## src/rtl/softreg_router.sv

```systemverilog
// softreg_router: soft-register address router between the shell and the
// engine CSR slaves.
//   clk, rst_n      clock, synchronous active-low reset
//   host_req        shell request {valid,isWrite,addr,data}, no back-pressure
//   host_resp       one pulse per read, in request order {valid,data}
//   slv_req         one request port per slave, 1-cycle pulses
//   slv_resp        one response port per slave
//   timeout_count   saturating count of reads whose slave never answered
//   unmapped_count  saturating count of reads+writes hitting no slave
//   stray_count     saturating count of cycles with unexpected slave responses
//   overflow        sticky, a host request was dropped on a full queue

package softreg_pkg;
    typedef struct packed {
        logic        valid;
        logic        isWrite;
        logic [31:0] addr;
        logic [63:0] data;
    } SoftRegReq;

    typedef struct packed {
        logic        valid;
        logic [63:0] data;
    } SoftRegResp;
endpackage

module softreg_router
    import softreg_pkg::*;
#(
    parameter int unsigned NUM_SLAVES                 = 2,
    parameter int unsigned SLAVE_BASE [NUM_SLAVES]    = '{200, 0},
    parameter int unsigned SLAVE_LAST [NUM_SLAVES]    = '{255, 199},
    parameter int unsigned CMDQ_DEPTH                 = 4,
    parameter int unsigned TIMEOUT_CYCLES             = 64
) (
    input  logic        clk,
    input  logic        rst_n,
    input  SoftRegReq   host_req,
    output SoftRegResp  host_resp,
    output SoftRegReq   slv_req [NUM_SLAVES],
    input  SoftRegResp  slv_resp [NUM_SLAVES],
    output logic [15:0] timeout_count,
    output logic [15:0] unmapped_count,
    output logic [15:0] stray_count,
    output logic        overflow
);

    localparam int unsigned SEL_W  = (NUM_SLAVES > 1) ? $clog2(NUM_SLAVES) : 1;
    localparam int unsigned PTR_W  = $clog2(CMDQ_DEPTH);
    localparam int unsigned WCNT_W = $clog2(TIMEOUT_CYCLES + 1);

    localparam logic [PTR_W:0]    Q_FULL        = (PTR_W + 1)'(CMDQ_DEPTH);
    localparam logic [WCNT_W-1:0] WAIT_LAST     = WCNT_W'(TIMEOUT_CYCLES - 1);
    localparam logic [63:0]       DATA_UNMAPPED = 64'hFFFF_FFFF_FFFF_FFFF;
    localparam logic [63:0]       DATA_TIMEOUT  = 64'hDEAD_DEAD_DEAD_DEAD;

    typedef struct packed {
        logic        is_write;
        logic [31:0] addr;
        logic [63:0] data;
    } cmd_t;

    typedef enum logic {
        ST_IDLE,
        ST_WAIT
    } state_t;

    // Command queue
    cmd_t             q_mem [CMDQ_DEPTH];
    logic [PTR_W-1:0] rd_ptr;
    logic [PTR_W-1:0] wr_ptr;
    logic [PTR_W:0]   q_cnt;
    logic             q_empty;
    logic             q_full;
    logic             push;
    logic             pop;

    // Decode stage: the popped head sits here for one cycle while its
    // address is decoded, then it is issued or answered at the next edge.
    cmd_t             stg;
    logic             stg_valid;
    logic             stg_hit;
    logic [SEL_W-1:0] stg_sel;

    state_t            state;
    logic [SEL_W-1:0]  cur_sel;
    logic [WCNT_W-1:0] wait_cnt;

    logic        resp_hit;
    logic [63:0] resp_data;
    logic        stray;

    function automatic logic [15:0] sat_inc(input logic [15:0] v);
        return (v == '1) ? v : v + 16'd1;
    endfunction

    assign q_empty = (q_cnt == '0);
    assign q_full  = (q_cnt == Q_FULL);

    // A mapped read in the decode stage will move the FSM to WAIT at the next
    // edge, so nothing behind it may be popped until that read completes.
    assign pop  = (state == ST_IDLE) && !q_empty && !(stg_valid && !stg.is_write && stg_hit);
    assign push = host_req.valid && (!q_full || pop);

    // Lowest-index matching slave wins.
    always_comb begin
        stg_hit = 1'b0;
        stg_sel = '0;
        for (int unsigned i = 0; i < NUM_SLAVES; i++) begin
            if (!stg_hit && stg.addr >= SLAVE_BASE[i] && stg.addr <= SLAVE_LAST[i]) begin
                stg_hit = 1'b1;
                stg_sel = SEL_W'(i);
            end
        end
    end

    // Only the slave we are waiting on may answer; anything else is stray.
    always_comb begin
        resp_hit  = 1'b0;
        resp_data = '0;
        stray     = 1'b0;
        for (int unsigned j = 0; j < NUM_SLAVES; j++) begin
            if (slv_resp[j].valid) begin
                if (state == ST_WAIT && cur_sel == SEL_W'(j)) begin
                    resp_hit  = 1'b1;
                    resp_data = slv_resp[j].data;
                end else begin
                    stray = 1'b1;
                end
            end
        end
    end

    always_ff @(posedge clk) begin
        if (!rst_n) begin
            host_resp      <= '0;
            for (int unsigned i = 0; i < NUM_SLAVES; i++) begin
                slv_req[i] <= '0;
            end
            timeout_count  <= '0;
            unmapped_count <= '0;
            stray_count    <= '0;
            overflow       <= 1'b0;
            rd_ptr         <= '0;
            wr_ptr         <= '0;
            q_cnt          <= '0;
            stg            <= '0;
            stg_valid      <= 1'b0;
            state          <= ST_IDLE;
            cur_sel        <= '0;
            wait_cnt       <= '0;
        end else begin
            host_resp <= '0;
            for (int unsigned i = 0; i < NUM_SLAVES; i++) begin
                slv_req[i] <= '0;
            end

            if (push) begin
                q_mem[wr_ptr] <= '{is_write: host_req.isWrite, addr: host_req.addr, data: host_req.data};
                wr_ptr        <= wr_ptr + PTR_W'(1);
            end
            if (pop) begin
                rd_ptr <= rd_ptr + PTR_W'(1);
                stg    <= q_mem[rd_ptr];
            end
            q_cnt     <= q_cnt + (PTR_W + 1)'(push) - (PTR_W + 1)'(pop);
            stg_valid <= pop;

            if (host_req.valid && !push) begin
                overflow <= 1'b1;
            end

            if (stray) begin
                stray_count <= sat_inc(stray_count);
            end

            case (state)
                ST_IDLE: begin
                    if (stg_valid) begin
                        if (stg_hit) begin
                            for (int unsigned i = 0; i < NUM_SLAVES; i++) begin
                                if (stg_sel == SEL_W'(i)) begin
                                    slv_req[i] <= '{valid: 1'b1, isWrite: stg.is_write,
                                                    addr: stg.addr, data: stg.data};
                                end
                            end
                            if (!stg.is_write) begin
                                state    <= ST_WAIT;
                                cur_sel  <= stg_sel;
                                wait_cnt <= '0;
                            end
                        end else begin
                            unmapped_count <= sat_inc(unmapped_count);
                            if (!stg.is_write) begin
                                host_resp <= '{valid: 1'b1, data: DATA_UNMAPPED};
                            end
                        end
                    end
                end
                ST_WAIT: begin
                    // A response in the final wait cycle still wins over the timeout.
                    if (resp_hit) begin
                        host_resp <= '{valid: 1'b1, data: resp_data};
                        state     <= ST_IDLE;
                    end else if (wait_cnt == WAIT_LAST) begin
                        host_resp     <= '{valid: 1'b1, data: DATA_TIMEOUT};
                        timeout_count <= sat_inc(timeout_count);
                        state         <= ST_IDLE;
                    end else begin
                        wait_cnt <= wait_cnt + WCNT_W'(1);
                    end
                end
                default: state <= ST_IDLE;
            endcase
        end
    end

endmodule

```

## config.mk

```make
export PLATFORM = sky130hd
export DESIGN_NAME = softreg_router
export DESIGN_NICKNAME = d
export VERILOG_FILES = /design/src/rtl/softreg_router.sv
export SDC_FILE = /design/constraint.sdc
export NUM_CORES = 1
export LEC_CHECK = 0
export ABC_AREA = 1
export BUFFER_PORTS_ARGS = -buffer_cell sky130_fd_sc_hd__buf_2
export CAP_MARGIN = 5
export CORE_MARGIN = 2
export CORE_UTILIZATION = 50
export DETAILED_ROUTE_END_ITERATION = 16
export PLACE_DENSITY = 0.77
export SYNTH_ARGS = -nofsm -noshare
export SYNTH_HDL_FRONTEND = slang
export SYNTH_SLANG_ARGS = --single-unit
```

## constraint.sdc

```tcl
create_clock -name clk -period 7.1 [get_ports clk]
set_clock_uncertainty 0.05 [all_clocks]
set_input_delay 2.13 -clock clk [delete_from_list [all_inputs] [get_ports clk]]
set_output_delay 2.13 -clock clk [all_outputs]
set_load 0.02 [all_outputs]
```

* Yosys cells after proc, flatten, opt, wreduce, memory -nomap -nowiden
Memory sizes are Yosys's and may differ from the RTL's. A register that Yosys moved wholly into a read port is not among the register bits.
Index checks and enable logic that the tools add are counted.
** Storage, ports and cells
- Flip-flop bits (word level) :: 327
- Bits in writable memories :: 388
- Output and inout port bits :: 310
- Word-level logic and storage cells :: 121
- Memories :: 1
** Memories
- q_mem :: depth 4, bits a word 97, rd ports 1, clocked after Yosys merged registers in 1, wr ports 1, RTL line 69 : cmd_t q_mem [CMDQ_DEPTH];
** Operators by class
- Add/subtract/negate cells :: 8
- Magnitude comparators :: 4
- Equality and inequality tests :: 10
- Mux-type cells :: 38
- Bitwise operators :: 11
- Reductions and logical operators :: 28
** Operators with widths (count)
- two-way mux 65 bit :: 5
- two-way mux 64 bit :: 4
- two-way mux 98 bit :: 2
- one-hot mux 65 bit (2 select lines) :: 1
- <= comparator 32 x 8 -> 1 bit (second input constant) :: 2
- adder 16 x 1 -> 16 bit (second input constant) :: 3
- equality test 16 bit (second input constant) :: 3
- two-way mux 7 bit :: 5
- >= comparator 32 x 1 -> 1 bit (second input constant) :: 1
- >= comparator 32 x 8 -> 1 bit (second input constant) :: 1
- two-way mux 1 bit :: 19
- one-hot mux 7 bit (2 select lines) :: 1
- AND reduction 4 bit :: 3
- logical AND 1 bit :: 11
- inverter 1 bit :: 11
- != test 2 bit (second input constant) :: 5
- OR reduction 5 bit :: 2
- adder 7 x 1 -> 7 bit (second input constant) :: 1
- equality test 7 x 6 -> 1 bit (second input constant) :: 1
- zero test 1 bit :: 7
- AND reduction 5 bit :: 1
- adder 2 x 1 -> 2 bit (second input constant) :: 2
- OR reduction 4 bit :: 1
- adder 3 x 1 -> 3 bit :: 1
- 6 further kinds :: 6

* Longest topological paths before layout
- Depth after elaboration :: 15
- Mapped depth :: 15
- Gate-level depth less buffers :: 14

* Worst setup path after synthesis
Ideal clock, no wire load.
- Path type :: input port to flip-flop
- Start :: input port rst_n
- End :: memory q_mem[0][0] (netlist name), enable pin
- Arrival time :: 6713 ps
- Path slack :: -216 ps
- Stages on the path :: 4
- Cells stage by stage :: buf_2 clkbuf_1 nand2_1 nor2_1
** On the way
- Longest elaborated chain between the ends :: 2
** RTL lines
- from (decl) :: RTL line 37 : input logic rst_n,
- two-way mux 1 bit :: RTL line 135 : if (!rst_n) begin
- two-way mux 1 bit (implied by the code) :: RTL line 159 : q_mem[wr_ptr] <= '{is_write: host_req.isWrite, addr: host_req.addr, data: host_req.data};
- to (decl) :: RTL line 69
No other way between the ends.

* Worst setup path after layout
- Start :: register q_cnt[1]
- End :: memory q_mem[2][82] (netlist name), enable pin
** On the way
- Longest elaborated chain between the ends :: 9
** RTL lines
- from (decl) :: RTL line 72 : logic [PTR_W:0] q_cnt;
- from (signal assigned) :: RTL line 166 : q_cnt <= q_cnt + (PTR_W + 1)'(push) - (PTR_W + 1)'(pop);
- zero test 3 bit :: RTL line 97 : assign q_empty = (q_cnt == '0);
- zero test 1 bit :: RTL line 102 : assign pop = (state == ST_IDLE) && !q_empty && !(stg_valid && !stg.is_write && stg_hit);
- logical AND 1 bit (2 in a row) :: RTL line 102
- logical OR 1 bit * :: RTL line 103 : assign push = host_req.valid && (!q_full || pop);
- logical AND 1 bit * :: RTL line 103
- two-way mux 1 bit * :: RTL line 158 : if (push) begin
- two-way mux 1 bit * :: RTL line 135
- two-way mux 1 bit (implied by the code) * :: RTL line 159
Every way passes the cells marked *; elsewhere a longest branch is shown, timed or not.

==> out/results.ini <==
[outcome]
status = completed

[min_path]
whs_path_depth = 2
hold_path_class = reg -> reg

[job]
maxCapViolations = 0

[floorplanning]
initial_core_util_pct = 50.7
die_h_microns = 244
ios = 540
die_w_microns = 244
core-area_sq_mm = 0.0566
die-area_sq_mm = 0.0594
rows = 87

[worst_setup_path]
crit_type = reg -> reg
reg2regPathDepth = 7
critical_path_arrival_ns = 4.50
cp.required_ns = 7.31
path_max_fanout = 92
critPathCaptureType = register
cp-start-kind = register

[routing]
vias = 20674
drtPass1Iterations = 5
vias_per_cell = 5.19
ant_nets = 0
post_drt_wl_per_cell_microns = 18.2
drc = 0
routed_wl_microns = 72400
drt_iter0_markers = 1658

[final_layout]
drive_gt1_share_pct = 23.0
nets = 3380
final_common_cell = buf_2
final_cells = 3985
final_cell_mix = buf_2 (538), nor2_1 (421), dfxtp_1 (421), edfxtp_1 (388), o21ai_0 (284)
area.growth.synth_to_final_pct = 21.2

[clock_tree]
cts.clk_slew.worst_paths_ns = 0.06
clock_path_buffers = 3
h-tree-depth = 3
clk_latency_ns = 0.63
cts_buffers = 81
post-cts-setup-buffer-count = 0
clockRootBuffer = clkbuf_16
post_cts_resized = 0
cts_tree = yes
hold_buffers = 0
clock_sinks = 812

[sta]
period_minus_slack_ns = 4.30
maxSlewHeadroom_pct = 17.6
rsz0062_at_grt = false
min_period_over_period_pct = 60.5
fmax_ghz = 0.233
tns_ns = 0
setup_violations = 0
maxSlewViolCount = 0
tightest_slew_ns = 1.24
hold_viol_final = 0

[power_and_ir_drop]
leakagePower_nw = 13.9
p_per_area_mw_per_mm2 = 356
peakVddDrop_uv = 244

[synthesis]
synth-adder-area-share_pct = 0.462
syn_area_per_cell_sq_um = 11.0
ys_ff_latch = 812
netlist_instances = 2610
synth_mux_area_share_pct = 0
synth_xor_xnor_area_share_pct = 1.04
synth_compound_area_share_pct = 12.7
synth_top_family_by_area = compound AO/OA/AOI/OAI gates
synth_cell_types = 42
yosys.area_share.simple_pct = 11.0
syn_area_sq_mm = 0.0287
yosysWarnings = 0
ys_seq_area_share_pct = 70.1

[grt]
grt.overflow.total = 0
grt_max_degree = 123
grt_pass1_vias = 19770
antenna_found_initial = 37
grt_pass1_wl_microns = 109000
grt_use_total_pct = 23.4

[place]
io_buffers = 539
place_congestion = 0.912
dp.cells = 3813
dp_hpwl_microns = 45800

==> synth_stat cells (all sizes together) <==
cell    instances  share of area [%]
nor4b           1              0.030
fa              1              0.070
clkinv          2              0.030
o22ai          98                2.1
a21oi         219                4.0
xnor2          11               0.34
dfxtp         424                 30
xor2           23               0.70
nor2          437                5.9
clkbuf         79                1.0
ha              9               0.39
nand3          58                1.1
nor3           17               0.31
inv           152                2.0
nand2         254                3.4
and3            2              0.044
nand3b          1              0.026
nand4           9               0.22
conb            1              0.013
o21ai         291                5.1
a22oi          56                1.5
a21boi          1              0.026
edfxtp        388                 41
buf            76                1.6
==> kinds of logic after synthesis <==
| logic type | after synthesis |
|---|---|
| xor gates and xnor gates | 34 |
| buffers and inverters | 309 |
| and+or+nand+nor | 779 |
| adders and majority gates | 10 |
| AOI/OAI and AO/OA | 665 |
| DFF | 812 |
| other | 1 |
==> layout make-up <==
type,count,area (sq um)
antenna,22,55.1
timing repair buffer,555,2860
clock inverter,30,372
inverter,154,589
sequential,812,20100
tap,756,946
clock buffer,120,2380
multi-input combinational,1536,7470
fill,4479,21800
==> routing by layer <==
layer	global-route usage, %	up-vias	wire length (microns)
met4	10.9	22	2610
met2	40.5	764	36200
met1	27.5	9715	28100
met3	5.77	176	5350
met5	0	-	155
li1	-	9997	-
==> per-stage QoR <==
step	util (%)	hold WS, ns	worst slack, ns	total power (W)	instance area, sq um
2_1_floorplan	-	0.372	-0.216	0.00744	28900
3_3_place_gp	56.5	0.387	2.62	0.00809	32000
3_5_place_dp	56.5	0.389	2.58	0.00815	32000
4_1_cts	61.4	0.399	2.79	0.0125	34800
5_1_grt	61.5	0.417	2.40	0.0130	34800
6_report	61.5	0.400	2.80	0.0124	34800
==> critical path, cell delays in order, from the launching register on <==
cell and delay, ns:
dfxtp_1 0.41, nor2_1 0.08, a21oi_2 0.91, nand2_8 0.51
a21boi_0 0.37, nand2_1 0.28, nor2_4 0.75, buf_12 0.45
==> state kept, by name, summed over array words and instances, names as in the netlist, 7 cells and up <==
signal / count
timeout_count: 16
stg: 97
q_mem: 388
wait_cnt: 7
slv_req: 196
stray_count: 16
host_resp: 65
unmapped_count: 16
==> power breakdown <==
part / switching, W / internal [W]
Clock: 0.00178 / 0.00253
Combinational: 0.00172 / 0.000710
Sequential: 0.000243 / 0.00540
Total: 0.00375 / 0.00864
==> worst paths after layout <==
path         slack, ns      endpoint     start
max               2.80  q_mem[2][82]  q_cnt[1]
min               0.40      overflow  overflow
max reg2reg       2.80  q_mem[2][82]  q_cnt[1]
min reg2reg       0.40      overflow  overflow
Note: power is estimated with default switching activity, not from simulation.
